==> config.mk <==
export PLATFORM = sky130hd
export DESIGN_NAME = la_ioringseq
export DESIGN_NICKNAME = d
export VERILOG_FILES = /design/src/rtl/la_ioringseq.sv
export SDC_FILE = /design/constraint.sdc
export NUM_CORES = 1
export LEC_CHECK = 0
export ABC_AREA = 1
export CAP_MARGIN = 15
export CORE_UTILIZATION = 54
export DETAILED_ROUTE_END_ITERATION = 7
export GPL_TIMING_DRIVEN = 0
export PLACE_DENSITY = 0.76
export SLEW_MARGIN = 40
export SYNTH_ARGS = -nofsm -noshare
export SYNTH_HDL_FRONTEND = slang
export SYNTH_SLANG_ARGS = --single-unit
==> constraint.sdc <==
create_clock -name clk -period 4 [get_ports clk]
set_clock_uncertainty 0.15 [all_clocks]
set_input_delay 0.8 -clock clk [delete_from_list [all_inputs] [get_ports clk]]
set_output_delay 0.8 -clock clk [all_outputs]
set_load 0.02 [all_outputs]
==> src/rtl/la_ioringseq.sv <==
// IO-ring power sequencer: waits for supply-good, then ramps ring control lines up/down one at a time.
// Optional LA_IORINGSEQ_PGSYNC_EN adds a 2-flop synchronizer on pgood.
module la_ioringseq #(
    parameter int RINGW = 8,
    parameter int DLYW  = 8
) (
    input  logic             clk,
    input  logic             nreset,
    input  logic             en,
    input  logic             pgood,
    input  logic [DLYW-1:0]  dly,
    output logic [RINGW-1:0] ioring,
    output logic             ready,
    output logic             fault
);

    localparam int IW = $clog2(RINGW + 1);

    localparam logic [2:0] S_OFF     = 3'd0;
    localparam logic [2:0] S_WAIT_PG = 3'd1;
    localparam logic [2:0] S_RAMP    = 3'd2;
    localparam logic [2:0] S_ON      = 3'd3;
    localparam logic [2:0] S_DOWN    = 3'd4;
    localparam logic [2:0] S_FAULT   = 3'd5;

    // Timeout fires on the edge where the counter would reach all-ones.
    localparam logic [DLYW-1:0] CNT_LAST = {{(DLYW-1){1'b1}}, 1'b0};
    localparam logic [IW-1:0]   IDX_LAST = IW'(RINGW - 1);
    localparam logic [IW-1:0]   IDX_ONE  = IW'(1);

    logic [2:0]      state;
    logic [DLYW-1:0] cnt;
    logic [DLYW-1:0] dly_q;
    logic [IW-1:0]   idx;
    logic            pgood_s;

`ifdef LA_IORINGSEQ_PGSYNC_EN
    logic pg_meta;
    logic pg_sync;

    always_ff @(posedge clk or negedge nreset) begin
        if (!nreset) begin
            pg_meta <= 1'b0;
            pg_sync <= 1'b0;
        end else begin
            pg_meta <= pgood;
            pg_sync <= pg_meta;
        end
    end

    assign pgood_s = pg_sync;
`else
    assign pgood_s = pgood;
`endif

    always_ff @(posedge clk or negedge nreset) begin
        if (!nreset) begin
            state  <= S_OFF;
            cnt    <= '0;
            dly_q  <= '0;
            idx    <= '0;
            ioring <= '0;
            ready  <= 1'b0;
            fault  <= 1'b0;
        end else begin
            case (state)
                S_OFF: begin
                    if (en) begin
                        state <= S_WAIT_PG;
                        cnt   <= '0;
                    end
                end
                S_WAIT_PG: begin
                    if (!en) begin
                        state <= S_OFF;
                    end else if (pgood_s) begin
                        state <= S_RAMP;
                        cnt   <= '0;
                        idx   <= '0;
                        dly_q <= dly;
                    end else if (cnt == CNT_LAST) begin
                        state <= S_FAULT;
                        fault <= 1'b1;
                        cnt   <= cnt + 1'b1;
                    end else begin
                        cnt <= cnt + 1'b1;
                    end
                end
                S_RAMP, S_ON, S_DOWN: begin
                    // Supply loss overrides everything: drop all lines in one edge.
                    if (!pgood_s) begin
                        state  <= S_FAULT;
                        ioring <= '0;
                        ready  <= 1'b0;
                        fault  <= 1'b1;
                        idx    <= '0;
                    end else if (state == S_RAMP) begin
                        if (!en) begin
                            state <= (idx == '0) ? S_OFF : S_DOWN;
                            cnt   <= '0;
                            dly_q <= dly;
                        end else if (cnt == dly_q) begin
                            ioring <= {ioring[RINGW-2:0], 1'b1};
                            cnt    <= '0;
                            idx    <= idx + 1'b1;
                            if (idx == IDX_LAST) begin
                                state <= S_ON;
                                ready <= 1'b1;
                            end
                        end else begin
                            cnt <= cnt + 1'b1;
                        end
                    end else if (state == S_ON) begin
                        if (!en) begin
                            state <= S_DOWN;
                            ready <= 1'b0;
                            cnt   <= '0;
                            dly_q <= dly;
                        end
                    end else begin
                        // Lines are contiguous from bit 0, so a right shift clears the highest one.
                        if (cnt == dly_q) begin
                            ioring <= {1'b0, ioring[RINGW-1:1]};
                            cnt    <= '0;
                            idx    <= idx - 1'b1;
                            if (idx == IDX_ONE) state <= S_OFF;
                        end else begin
                            cnt <= cnt + 1'b1;
                        end
                    end
                end
                S_FAULT: begin
                    ioring <= '0;
                    fault  <= 1'b1;
                    if (!en) begin
                        state <= S_OFF;
                        fault <= 1'b0;
                    end
                end
                default: begin
                    state  <= S_OFF;
                    ioring <= '0;
                    ready  <= 1'b0;
                    fault  <= 1'b0;
                end
            endcase
        end
    end

endmodule

**After elaboration in Yosys (flattened, before gate mapping)**

Index checks and enable logic that the tools add are counted.

- Add/sub/neg operators: 3
- Reductions and logical operators: 14
- Mux-type cells: 63
- Equal/unequal tests: 32
- Bitwise gates (word level): 3

Operator list:

| operator | count |
|---|---|
| $mux W8 | 21 |
| $mux W3 | 15 |
| $mux W4 | 8 |
| $ne A4 B4 Y1 const B | 8 |
| $pmux W8 S2 | 2 |
| $ne A5 B5 Y1 const B | 5 |
| $pmux W8 S3 | 1 |
| $ne A2 B2 Y1 const B | 8 |
| $reduce_and A5 Y1 | 3 |
| $mux W1 | 12 |
| $pmux W3 S4 | 1 |
| $reduce_and A6 Y1 | 2 |
| $add A8 B1 Y8 const B | 1 |
| $eq A8 B8 Y1 | 1 |
| $eq A8 B8 Y1 const B | 1 |
| $pmux W4 S2 | 1 |
| $reduce_and A8 Y1 | 1 |
| $eq A3 B2 Y1 const B | 2 |
| $eq A3 B3 Y1 const B | 2 |
| $ne A3 B3 Y1 const B | 2 |
| $reduce_or A3 Y1 | 2 |
| $add A4 B1 Y4 const B | 1 |
| $eq A4 B1 Y1 const B | 1 |
| $eq A4 B3 Y1 const B | 1 |
| other kinds (11) | 13 |

- Output and inout port bits: 10
- Bits in registers: 33
- Bits of input ports: 12
- Logic and storage cells: 122

**Depth between registers and ports, before layout**

- Depth in word-level cells: 7
- Mapped depth: 11
- Mapped depth without buffers: 11

**Worst setup path before layout**

Ideal clock, no wire load.

- Path kind: input to register
- From: input pgood
- To: register cnt[3]
- Stages on the path: 8
- Slack: 1973 ps
- Data required time: 3734 ps
- Arrival: 1761 ps
- Library setup time: 116 ps
- Cells stage by stage: buf_2 > inv_1 > nand2_4 > nand3_1 > nor2_2 > nand3_1 > inv_1 > nor2_1

- Cells in the longest elaborated chain, start to end: 3

Ends and longest elaborated chain:

| element | line | text |
|---|---|---|
| start, declared | 10 | `input logic pgood,` |
| $mux W8 | 76 | `end else if (pgood_s) begin` |
| $mux W8 | 74 | `if (!en) begin` |
| $pmux W8 S3 | 66 | `case (state)` |
| end signal, assigned | 84 | `cnt <= cnt + 1'b1;` |
| end signal, assigned | 86 | `cnt <= cnt + 1'b1;` |
| end signal, assigned | 111 | `cnt <= cnt + 1'b1;` |
| end, declared | 32 | `logic [DLYW-1:0] cnt;` |

Several ways; a longest one is shown, not always the timed one. The select of a mux whose other input is x is not followed.
A chain may end at the register's enable or synchronous reset.

**Worst setup path in the final report**

- From: input en
- To: register cnt[6]

- Cells in the longest elaborated chain, start to end: 4

Ends and longest elaborated chain:

| element | line | text |
|---|---|---|
| start, declared | 9 | `input logic en,` |
| $mux W8 | 98 | `if (!en) begin` |
| $mux W8 | 97 | `end else if (state == S_RAMP) begin` |
| $mux W8 | 91 | `if (!pgood_s) begin` |
| $pmux W8 S3 | 66 |  |

Several ways; a longest one is shown, not always the timed one. The select of a mux whose other input is x is not followed.

==> impl_table.tex <==
\begin{tabular}{lr}
\hline
Metric & Value \\
\hline
\multicolumn{2}{l}{\textbf{Synthesis}} \\
\quad Top cells by area, synth & sky130\_fd\_sc\_hd\_\_dfrtp\_1 36\%, sky130\_fd\_sc\_hd\_\_nand2\_1 16\%, sky130\_fd\_sc\_hd\_\_inv\_1 6.1\%, sky130\_fd\_sc\_hd\_\_nand3\_1 4.6\%, sky130\_fd\_sc\_hd\_\_nor2\_1 4.4\% \\
\quad Number of synthesized register bits & 33 \\
\quad Post-synth EDFFs & 0 \\
\quad Post-synthesis cell area & 2280 sq um \\
\quad Cell types with the highest counts after synthesis & 97 x sky130\_fd\_sc\_hd\_\_nand2\_1, 37 x sky130\_fd\_sc\_hd\_\_inv\_1, 33 x sky130\_fd\_sc\_hd\_\_dfrtp\_1 \\
\quad Synthesized netlist cell count & 309 \\
\quad Avg Inst Size Synth & 7.39 sq um \\
\quad Mapped Nets & 326 \\
\quad Count of different cell masters after synthesis & 33 \\
\quad Biggest area consumer among synthesized cells & sky130\_fd\_sc\_hd\_\_dfrtp\_1 \\
\quad Main synth FF type & sky130\_fd\_sc\_hd\_\_dfrtp\_1 \\
\quad Sequential share of the synthesized area & 36.2\% \\
\quad Library cell with the highest instance count after synthesis & sky130\_fd\_sc\_hd\_\_nand2\_1 \\
\quad Yosys top cell area share & 36.2\% \\
\quad Count of warnings emitted by yosys & 0 \\
\quad Synth async-reset ratio & 100\% \\
\multicolumn{2}{l}{\textbf{Final layout}} \\
\quad Number of nets at the end of the flow & 354 \\
\quad Final core area utilization & 66.7\% \\
\quad Area growth, synth to finish & 17.8\% \\
\quad Number of fillers in the final layout & 365 \\
\quad Share of layout cells above drive strength 1 & 13.6\% \\
\quad Ant. Diodes & 0 \\
\multicolumn{2}{l}{\textbf{Timing}} \\
\quad Period utilisation layout & 61.3\% \\
\quad Transition time of the tightest slew-check pin & 425 ps \\
\quad Relative max-transition margin & 71.4\% \\
\quad RSZ-0062 raised after global routing & no \\
\quad Number of hold violations in the final report & 0 \\
\quad Final count of negative-setup-slack endpoints & 0 \\
\quad Final slew viol count & 0 \\
\quad Accumulated negative setup slack & 0 ps \\
\quad Highest clock rate & 408 MHz \\
\quad Final period demand of the worst path & 2450 ps \\
\multicolumn{2}{l}{\textbf{Clock tree}} \\
\quad Root buffer selected by CTS & sky130\_fd\_sc\_hd\_\_clkbuf\_8 \\
\quad Number of H-tree branching levels & 2 \\
\quad Hold-fix buffer count after cts & 0 \\
\quad Post-CTS clock slew at the launch and capture registers of the worst setup and hold paths & 70 ps \\
\quad Number of buffers added by the clock tree synthesis step & 5 \\
\quad Number of clock sinks & 33 \\
\quad Maximum root-to-sink buffer count & 2 \\
\quad Worst-Skew Late Latency & 300 ps \\
\quad Clock tree from TritonCTS & done \\
\quad Post-CTS Resized & 0 \\
\quad Post-CTS Repair Setup Buffers & 0 \\
\multicolumn{2}{l}{\textbf{Critical path}} \\
\quad Worst path depth & 9 \\
\quad Required time reported for the critical path endpoint & 4070 ps \\
\quad Crit Path Category & primary input to register \\
\quad Reg-to-Reg End & dly\_q[0]\$\_DFFE\_PN0P\_ \\
\quad List of cells traversed by the critical path & clkdlybuf4s50\_1 > inv\_1 > nand2\_1 > nand2\_1 > nor2\_1 > nand2\_1 > o21bai\_1 > inv\_1 > nor2\_1 \\
\quad Largest delay contributor family on the critical path & buffers and inverters \\
\quad Maximum cell stage delay along the critical path & 590 ps \\
\quad Most frequent cell on the critical path & sky130\_fd\_sc\_hd\_\_nand2\_1 \\
\quad Origin of the critical flop-to-flop path & state[1]\$\_DFFE\_PN0P\_ \\
\quad Startpoint types & primary input \\
\quad Worst-case register-to-register setup slack & 2000 ps \\
\quad Slowest cell on the critical path & sky130\_fd\_sc\_hd\_\_clkdlybuf4s50\_1 \\
\quad Arrival time at the worst endpoint & 2520 ps \\
\quad Crit. End Element & register \\
\quad Largest fanout on the critical path & 8 \\
\quad Buffers and inverters on the worst path & 3 \\
\quad Number of cells on the worst reg-to-reg path & 8 \\
\multicolumn{2}{l}{\textbf{Floorplanning}} \\
\quad Num rows & 23 \\
\quad Top-level I/O count & 22 \\
\quad Area of the die & 4490 sq um \\
\quad Initial standard-cell utilization of the core & 56.6\% \\
\quad Die Height & 67.0 um \\
\quad Horizontal die dimension & 67.0 um \\
\quad Core Area & 4030 sq um \\
\multicolumn{2}{l}{\textbf{Power}} \\
\quad Pwr/cell area & 632 nW/um\^{}2 \\
\quad Peak ir drop on the vdd network & 0.391 mV \\
\quad Leak pwr & 1.31 nW \\
\multicolumn{2}{l}{\textbf{Place}} \\
\quad Count of buffers from port buffering & 20 \\
\quad Final weighted congestion in routability-driven placement & 0.902 \\
\quad Dpl hpwl & 3.74 mm \\
\multicolumn{2}{l}{\textbf{GRT}} \\
\quad Wire length of the first global-routing pass & 8.57 mm \\
\quad Initial antenna violation count & 0 \\
\quad Largest net degree at the start of global routing & 23 \\
\quad Gr ovfl total & 0 \\
\quad Vias in the first global route & 1875 \\
\quad Total Routing Usage GR & 25.6\% \\
\multicolumn{2}{l}{\textbf{Status}} \\
\quad Result of the run & finished, final reports clean \\
\multicolumn{2}{l}{\textbf{Detailed routing}} \\
\quad Count of vias placed by the detailed router & 2026 \\
\quad Number of iterations in the first detailed-routing pass & 4 \\
\quad Residual DRC & 0 \\
\quad Number of nets still failing antenna checks after routing & 0 \\
\quad DRC violation total after the first TritonRoute iteration & 94 \\
\quad Post-Route WL & 4.97 mm \\
\quad Mean routed wirelength per cell & 12.8 um \\
\quad Vias per cell & 5.22 \\
\multicolumn{2}{l}{\textbf{Run}} \\
\quad Max-cap violations & 0 \\
\multicolumn{2}{l}{\textbf{Hold path}} \\
\quad Worst hold-check path type & primary input to async pin \\
\hline
\end{tabular}
state kept, by name, indices dropped and copies added, names as in the netlist:
signal  cells
cnt         8
dly_q       8
ioring      8
idx         4
state       3
fault       1
ready       1
cell usage in the layout, fill, tap and decap left out, types with 4 or more instances in the layout:
master	Yosys	final
sky130_fd_sc_hd__nand2_4	5	5
sky130_fd_sc_hd__dfrtp_1	33	33
sky130_fd_sc_hd__ha_1	5	5
sky130_fd_sc_hd__clkbuf_8	0	6
sky130_fd_sc_hd__o21ai_0	11	11
sky130_fd_sc_hd__o21ai_1	7	7
sky130_fd_sc_hd__nand3_1	21	21
sky130_fd_sc_hd__xor2_1	5	5
sky130_fd_sc_hd__xnor2_1	4	4
sky130_fd_sc_hd__buf_2	3	4
sky130_fd_sc_hd__clkdlybuf4s50_1	0	19
sky130_fd_sc_hd__inv_1	37	37
sky130_fd_sc_hd__nand2_1	97	97
sky130_fd_sc_hd__a32oi_1	6	6
sky130_fd_sc_hd__o21ai_2	10	10
sky130_fd_sc_hd__nand4_1	9	9
sky130_fd_sc_hd__nor2_1	27	27
power by group:
part	internal [mW]	total, mW	switching, mW
clock	0.203	0.336	0.134
sequential	0.406	0.480	0.0741
combinational	0.315	0.883	0.568
total	0.924	1.70	0.776
logic make-up after synthesis:
kind of cell               Yosys count  synth area share (%)
xor gates and xnor gates             9                  3.45
adders and majority gates            5                  2.74
AOI/OAI and AO/OA                   42                  12.8
and+or+nand+nor                    173                  35.7
DFF                                 33                  36.2
buffers and inverters               47                  9.10
worst max path at each step:
stage                            endpoint    from
global placement    ioring[0]$_DFFE_PN0P_  nreset
finish                 cnt[6]$_DFFE_PN0P_      en
CTS                    cnt[6]$_DFFE_PN0P_      en
detailed placement   dly_q[0]$_DFFE_PN0P_      en
floorplan              cnt[3]$_DFFE_PN0P_   pgood
global route           cnt[3]$_DFFE_PN0P_      en
worst register-to-register path, stage by stage (launching register included):
cell	delay [ps]
sky130_fd_sc_hd__dfrtp_1	390
sky130_fd_sc_hd__buf_2	210
sky130_fd_sc_hd__nor3_4	310
sky130_fd_sc_hd__nand2_2	160
sky130_fd_sc_hd__a21boi_4	200
sky130_fd_sc_hd__nand4_4	160
sky130_fd_sc_hd__buf_6	200
sky130_fd_sc_hd__nand2_1	70
sky130_fd_sc_hd__o21ai_2	50
stage by stage:
| step | setup WS (ps) | area, sq um | power [mW] | hold slack (ps) | cells |
|---|---|---|---|---|---|
| global route | 1390 | 2690 | 1.84 | 276 | 388 |
| finish | 1550 | 2690 | 1.70 | 251 | 388 |
| global placement | 1210 | 2540 | 1.35 | 340 | 379 |
| detailed placement | 1280 | 2570 | 1.37 | 345 | 380 |
| CTS | 1570 | 2690 | 1.70 | 259 | 388 |
| floorplan | 1970 | 2280 | 1.17 | 326 | 309 |
layout make-up:
| class | count | area (sq um) | share of cell area, % |
|---|---|---|---|
| Clock inverter | 2 | 37.5 | 1.40 |
| Multi-Input combinational cell | 229 | 1250 | 46.5 |
| Tap cell | 50 | 62.6 | 2.33 |
| Timing Repair Buffer | 21 | 223 | 8.29 |
| Inverter | 41 | 159 | 5.91 |
| Sequential cell | 33 | 826 | 30.7 |
| Clock buffer | 6 | 82.6 | 3.07 |
| Buffer | 6 | 48.8 | 1.82 |
routing by layer:
metal | up-vias | wire (um) | GRT usage, %
met5 | - | 0 | 0
met4 | 0 | 104 | 11.2
met3 | 10 | 181 | 3.60
met2 | 47 | 2160 | 37.4
met1 | 917 | 2520 | 36.8
li1 | 1052 | - | -
(Power assumes the default switching activity.)
